**config.mk**
```make
export PLATFORM = sky130hd
export DESIGN_NAME = fetch_queue
export DESIGN_NICKNAME = d
export VERILOG_FILES = /design/src/rtl/fetch_queue.sv
export SDC_FILE = /design/constraint.sdc
export NUM_CORES = 1
export LEC_CHECK = 0
export CORE_MARGIN = 5
export CORE_UTILIZATION = 50
export CTS_BUF_LIST = sky130_fd_sc_hd__clkbuf_2 sky130_fd_sc_hd__clkbuf_4 sky130_fd_sc_hd__clkbuf_8
export DETAILED_ROUTE_END_ITERATION = 10
export GPL_TIMING_DRIVEN = 0
export HOLD_SLACK_MARGIN = 0.08
export PLACE_DENSITY = 0.73
export SETUP_SLACK_MARGIN = 0.15
export SYNTH_ARGS = -nofsm -noshare
export SYNTH_HDL_FRONTEND = slang
export SYNTH_SLANG_ARGS = --single-unit
```
**constraint.sdc**
```tcl
create_clock -name clock_in -period 2.8 [get_ports clock_in]
set_input_delay 0.28 -clock clock_in [delete_from_list [all_inputs] [get_ports clock_in]]
set_output_delay 0.28 -clock clock_in [all_outputs]
set_load 0.02 [all_outputs]
```
**src/rtl/fetch_queue.sv**
```systemverilog
// rtl/fetch_queue.sv - instruction fetch buffer between PC stage and decode
module fetch_queue #(
   parameter int DEPTH = 4,
   parameter int AW    = 32,
   parameter int IW    = 32
) (
   input  logic                     clock_in,
   input  logic                     reset,
   input  logic [AW-1:0]            pc_in,
   input  logic                     pc_valid,
   output logic                     pc_ready,
   output logic [AW-1:0]            imem_addr,
   output logic                     imem_rd,
   input  logic [IW-1:0]            imem_data,
   input  logic                     flush,
   output logic [IW-1:0]            inst_out,
   output logic [AW-1:0]            inst_pc,
   output logic                     inst_valid,
   input  logic                     inst_ready,
   output logic [$clog2(DEPTH):0]   count
);

   localparam int PW = $clog2(DEPTH);
   localparam int CW = PW + 1;
   // Occupancy is one bit wider than count so count + pending never wraps.
   localparam logic [CW:0] DEPTH_OCC = (CW + 1)'(DEPTH);

   logic [IW-1:0] mem_inst [DEPTH];
   logic [AW-1:0] mem_pc   [DEPTH];
   logic [PW-1:0] head;
   logic [PW-1:0] tail;
   logic          pending;
   logic [AW-1:0] pend_pc;
   logic          accept;
   logic          push;
   logic          pop;
   logic [CW:0]   occupancy;

   // Slots already promised to stored entries plus the read in flight;
   // a same-cycle pop deliberately does not free a slot here.
   assign occupancy  = {1'b0, count} + {{CW{1'b0}}, pending};
   assign pc_ready   = reset && !flush && (occupancy < DEPTH_OCC);
   assign accept     = pc_valid && pc_ready;
   assign imem_rd    = accept;
   assign imem_addr  = pc_in;

   assign inst_valid = (count != '0);
   assign inst_out   = mem_inst[head];
   assign inst_pc    = mem_pc[head];

   // A response is captured only if it was not cancelled by a flush this cycle.
   assign push       = pending && !flush;
   assign pop        = inst_valid && inst_ready && !flush;

   // Track the single outstanding memory read and the PC it belongs to.
   always_ff @(posedge clock_in or negedge reset) begin
      if (!reset) begin
         pending <= 1'b0;
         pend_pc <= '0;
      end else if (flush) begin
         pending <= 1'b0;
      end else begin
         pending <= accept;
         if (accept) begin
            pend_pc <= pc_in;
         end
      end
   end

   // Head/tail pointers and occupancy count; flush empties the queue.
   always_ff @(posedge clock_in or negedge reset) begin
      if (!reset) begin
         head  <= '0;
         tail  <= '0;
         count <= '0;
      end else if (flush) begin
         head  <= '0;
         tail  <= '0;
         count <= '0;
      end else begin
         if (push) begin
            tail <= tail + PW'(1);
         end
         if (pop) begin
            head <= head + PW'(1);
         end
         case ({push, pop})
            2'b10:   count <= count + CW'(1);
            2'b01:   count <= count - CW'(1);
            default: count <= count;
         endcase
      end
   end

   // Entry storage: returned word paired with its fetch PC, written at the tail.
   always_ff @(posedge clock_in or negedge reset) begin
      if (!reset) begin
         for (int i = 0; i < DEPTH; i++) begin
            mem_inst[i] <= '0;
            mem_pc[i]   <= '0;
         end
      end else if (push) begin
         mem_inst[tail] <= imem_data;
         mem_pc[tail]   <= pend_pc;
      end
   end

endmodule

```
======== After elaboration in Yosys (flattened, before gate mapping) ========
Cells that the tools add are included.
cells by class
  add/sub/neg operators ................... 5
  multiply operators ...................... 0
  div/mod/pow operators ................... 0
  order comparisons ....................... 4
  eq/ne operators ......................... 2
  shift operators ......................... 0
  muxes and demuxes ....................... 17
  bitwise gates (word level) .............. 3
  reductions and logical operators ........ 13
operators with widths
  kind                                                                           number
  128-bit bitwise mux                                                            2
  32-bit two-way mux                                                             5
  32-bit binary-select mux with 2-bit select                                     2
  32-bit demux with 2-bit select                                                 1
  2-bit two-way mux                                                              4
  1-bit logical AND                                                              7
  3-bit greater-or-equal comparator (second input constant)                      2
  2-bit inverter with 3-bit output                                               2
  3-bit case mux with 2 select lines                                             1
  3-bit nonzero test                                                             2
  2-bit by 1-bit adder with 2-bit output (second input constant)                 2
  3-bit by 1-bit adder with 4-bit output                                         1
  4-bit by 3-bit less-than comparator with 1-bit output (second input constant)  1
  2-bit nonzero test                                                             2
  3-bit by 1-bit adder with 3-bit output (second input constant)                 1
  3-bit by 1-bit less-than comparator with 1-bit output (second input constant)  1
  3-bit two-way mux                                                              1
  3-bit by 1-bit subtractor with 3-bit output (second input constant)            1
  2-bit by 1-bit equality test with 1-bit output (second input constant)         1
  2-bit equality test (second input constant)                                    1
  2-bit AND reduction                                                            1
  1-bit zero test                                                                1
  1-bit two-way mux                                                              1
  1-bit inverter                                                                 1
word-level totals
  bits in registers ....................... 296
  latch bits .............................. 0
  memory bits (writable) .................. 0
  ROM bits ................................ 0
  input bits .............................. 69
  output and inout port bits .............. 102
  logic and storage cells ................. 57
  memories ................................ 0

======== Longest topological paths before layout ========
  word-level depth ........................ 6
  depth in mapped cells ................... 6
  mapped depth without buffers ............ 6

======== Worst setup path after synthesis ========
No wires, ideal clock.
  path type ............................... register to register
  from .................................... register count[2]
  to ...................................... register count[2]
  library setup time ...................... 0.082 ns
  data arrival time ....................... 2.114 ns
  required time ........................... 2.718 ns
  path slack .............................. 0.604 ns
  cell stages (with the launch flop) ...... 6
  buffers on the path ..................... 0
  period minus slack after synthesis ...... 2.196 ns
  cells stage by stage .................... dfrtp_1 > o31ai_2 > nor3_1 > fa_1 > or4_1 > a31oi_1
between the ends
  cells in the longest elaborated chain, start to end .. 6
  elaborated cells between the ends (all ways) .. 10
  classes of those cells .................. add/sub (2); eq/ne (2); mux (2); reduce/logical (4)
RTL lines
  what                                                                                          RTL line  text
  start, declared                                                                               20        output logic [$clog2(DEPTH):0] count
  start signal, assigned                                                                        88        2'b10: count <= count + CW'(1);
  start signal, assigned                                                                        89        2'b01: count <= count - CW'(1);
  start signal, assigned                                                                        90        default: count <= count;
  3-bit nonzero test                                                                            47        assign inst_valid = (count != '0);
  1-bit logical AND (2 in a row)                                                                53        assign pop = inst_valid && inst_ready && !flush;
  2-bit by 1-bit equality test with 1-bit output / 2-bit equality test (equally long branches)  87        case ({push, pop})
  3-bit case mux with 2 select lines                                                            87
  3-bit two-way mux                                                                             76        end else if (flush) begin
Several ways; a longest one is shown, not always the timed one.
A chain may end at the register's enable or synchronous reset.

======== Worst setup path in the final report ========
  from .................................... register head[0]
  to ...................................... output inst_out[1]
between the ends
  cells in the longest elaborated chain, start to end .. 4
RTL lines
  what                                                    RTL line  text
  start, declared                                         30        logic [PW-1:0] head;
  start signal, assigned                                  85        head <= head + PW'(1);
  2-bit inverter with 3-bit output (not written as such)  48        assign inst_out = mem_inst[head];
  32-bit binary-select mux with 2-bit select              48
  32-bit two-way mux (not written as such) (2 in a row)   48
  end, declared                                           16        output logic [IW-1:0] inst_out,
Every way passes these cells. The select of a mux whose other input is x is not followed.

==> flow_summary_export.csv <==
group,metric,value,unit
critical_path,crit_slowest_cell,"clkdlybuf4s50_1",
route,first_pass_iters,4,
synth,yosysWarningCount,0,
synth,synth_flop_cell,"dfrtp_1",
placed_design,dp_cells,1321,
critical_path,cp_data_arrival_time,2.28,ns
global_routing,overflow,0,
synth,synthArstFlopShare,100,%
critical_path,cp_max_fo,10,
final_layout,n_antenna_cell,0,
clocking,htreeDepth,2,
power,cellLeakagePower,8.82,nW
route,ant_nets,0,
critical_path,cp-end-kind,"output port",
clocking,cts_root_buf,"clkbuf_8",
placed_design,gp_congestion,0.728,
route,dr_total_vias,7392,
timing,finalCritPeriodShare,91.3,%
global_routing,grt_pass1_wl,46.3,mm
flow_run,max_cap_viol_count,0,
timing,holdWs,-0.321,ns
synth,synth_enable_flop_cells,0,
clocking,clock_sinks,296,
synth,syn_area,14000,sq um
timing,hold_viol_final,105,
clocking,clkLatencyLatePin,0.55,ns
floorplan,initial_utilization,50.6,%
placed_design,post-dp-hpwl,18.4,mm
run_status,status,"complete, but fails checks",
placed_design,portBuffers,169,
critical_path,startpoint_type,"flip-flop",
floorplan,die_h,177,um
route,drtIter0Drc,202,
run_status,failed_checks,"hold timing",
timing,relSlewSlack,56.0,%
clocking,clk_path_buf_depth,3,
route,wirelength,28.8,mm
timing,setup_tns,0,ns
synth,synth_top_area_share,52.9,%
synth,synthCells,772,
synth,yosys.area.top_type,"dfrtp_1",
final_layout,area_delta_synth_final,24.7,%
route,drcViolationCount,0,
final_layout,nNetsFinal,1071,
clocking,cts_buffers,50,
floorplan,io_pins,171,
timing,fin_skew,0.0240,ns
synth,ys_seq_area_share,52.9,%
synth,synth_most_common_cell,"dfrtp_1",
global_routing,antenna_found_initial,0,
synth,yosys-top-cells-count,"dfrtp_1 (296), mux2_4 (240), mux4_2 (64), buf_4 (40), mux2_2 (34)",
critical_path,crit_path_max_incr_delay,0.59,ns
power,power,0.0147,W
route,wl_per_cell,20.3,um
final_layout,layout-drive-gt1-share,50.0,%
global_routing,first_global_vias,8252,
global_routing,grt_max_degree,109,
timing,rsz0062_at_grt,"no",
synth,ys_types,38,
floorplan,die_x,177,um
timing,maxSlewViolCount,0,
synth,syn_area_per_cell,18.1,sq um
timing,worst_slew_pin_slew,0.660,ns
power,max-vdd-ir-drop,559,uV
synth,ys_ff_latch,296,
floorplan,die-area,31500,sq um
synth,syn_nets,846,
critical_path,crit_type,"flip-flop to output port",
floorplan,fp.coreArea,27700,sq um
route,vias_per_cell,5.22,
timing,fin_crit,2.56,ns
timing,max_freq,391,MHz
clocking,cts_tree,"done",
critical_path,cp.required,2.52,ns
critical_path,crit_chain,"buf_6 > mux4_2 > clkdlybuf4s50_1",
timing,setup_viol,0,
worst_hold_path,hold_path.class,"input pin to async pin",
final_layout,fin_cells,1416,
power,powerDensity,844,nW/um^2
clocking,cts_setup_buffers,0,
clocking,cts_hold_buf,1,
clocking,clkTransAtPathRegs,0.06,ns
timing,setup_ws,0.243,ns
placed_design,place_ws,-0.386,ns
global_routing,track_usage,18.5,%
floorplan,rows,61,
synth,synth_area_leaders,"dfrtp_1 (53%), mux2_4 (26%), mux4_2 (10%), mux2_2 (2.7%), buf_4 (2.1%)",
## kinds of logic (layout without fill, tap and decap cells)
kind of cell | Yosys count | in the layout | share of synthesized area (%)
AO/OA/AOI/OAI | 10 | 10 | 0.545
adder cells (fa/ha/maj) | 5 | 5 | 0.500
flip-flops | 296 | 296 | 52.9
XOR/XNOR | 5 | 5 | 0.313
multiplexers | 353 | 353 | 39.9
AND/OR/NAND/NOR | 22 | 22 | 1.15
buffers and inverters | 81 | 347 | 4.65
## state kept, by name (all words and copies together), names as in the netlist
| name | count |
|---|---|
| head | 2 |
| mem_pc | 128 |
| mem_inst | 128 |
| pending | 1 |
| pend_pc | 32 |
| tail | 2 |
| count | 3 |
## cells in the final DEF, fill, tap and decap left out, types with 2 or more instances in the layout
| master | count |
|---|---|
| mux2_4 | 240 |
| mux2_1 | 14 |
| buf_12 | 2 |
| dlymetal6s2s_1 | 5 |
| buf_2 | 2 |
| mux4_2 | 64 |
| mux2_2 | 34 |
| a21oi_1 | 2 |
| clkdlybuf4s50_1 | 124 |
| dfrtp_1 | 294 |
| and3b_1 | 2 |
| inv_1 | 5 |
| clkbuf_8 | 71 |
| clkbuf_4 | 14 |
| buf_4 | 40 |
| xor2_1 | 2 |
| ha_1 | 4 |
| nand2_4 | 4 |
| buf_16 | 2 |
| nand2b_1 | 2 |
| buf_8 | 3 |
| dlygate4sd2_1 | 39 |
| nor2_1 | 5 |
| buf_6 | 29 |
| dfrtp_2 | 2 |
| xnor2_1 | 3 |
| clkinv_2 | 7 |
## power by group
part	internal, W	switching, W	leakage [nW]
Combinational	0.00276	0.00202	4.30
Sequential	0.00509	0.000606	3.91
Clock	0.00252	0.00175	0.616
Total	0.0104	0.00438	8.82
## metrics by stage
step	instance area, sq um	utilization, %	hold WS [ns]
after floorplan	14000	-	-0.0156
after global placement	16200	58.4	0.482
after detailed placement	16200	58.6	0.408
after CTS	17400	62.9	-0.300
after global routing	17500	63.0	-0.276
final	17500	63.0	-0.321
## final timing paths
check / from / endpoint / slack, ns / cells after the start
min in group clock_in: pc_in[4] / pend_pc[4] / 0.35 / 2
worst min-delay path: reset / mem_inst[73] / -0.32 / 1
worst max register to register: count[2] / count[2] / 0.48 / 5
worst max-delay path: head[0] / inst_out[1] / 0.24 / 3
max in group asynchronous: reset / mem_pc[57] / 2.20 / 2
worst min register to register: mem_inst[63] / mem_inst[63] / 0.50 / 1
## worst max-delay path: cells and delay by family, from the launching register on
| family | cells | cell delay [ns] |
|---|---|---|
| mux | 1 | 0.53 |
| flops | 1 | 0.42 |
| buf+inv | 2 | 0.80 |
## area by class of cell
type | instances | area (sq um)
fillers | 2009 | 10200
flip-flops and latches | 296 | 7410
inverters | 5 | 18.8
clock inverters | 8 | 65.1
repair buffers | 173 | 1760
multi-input cells | 395 | 5950
clock buffers | 85 | 1080
well taps | 378 | 473
plain buffers | 76 | 706
## metal layers
layer / track usage [%] / vias up / part of all wire, %
met5: 0 / - / 0
met4: 4.61 / 0 / 1.6
met3: 3.32 / 45 / 4.4
met2: 29.4 / 172 / 46
met1: 26.8 / 3901 / 48
li1: - / 3274 / -
## timing repair
item | 4_1_cts | 5_1_grt
pin swaps | 1 | 0
setup endpoints to repair | 61 | 38
gates cloned | 1 | 0
resized for setup | 58 | 12
endpoints found under the hold margin | 112 | 105
(Power assumes the default switching activity.)
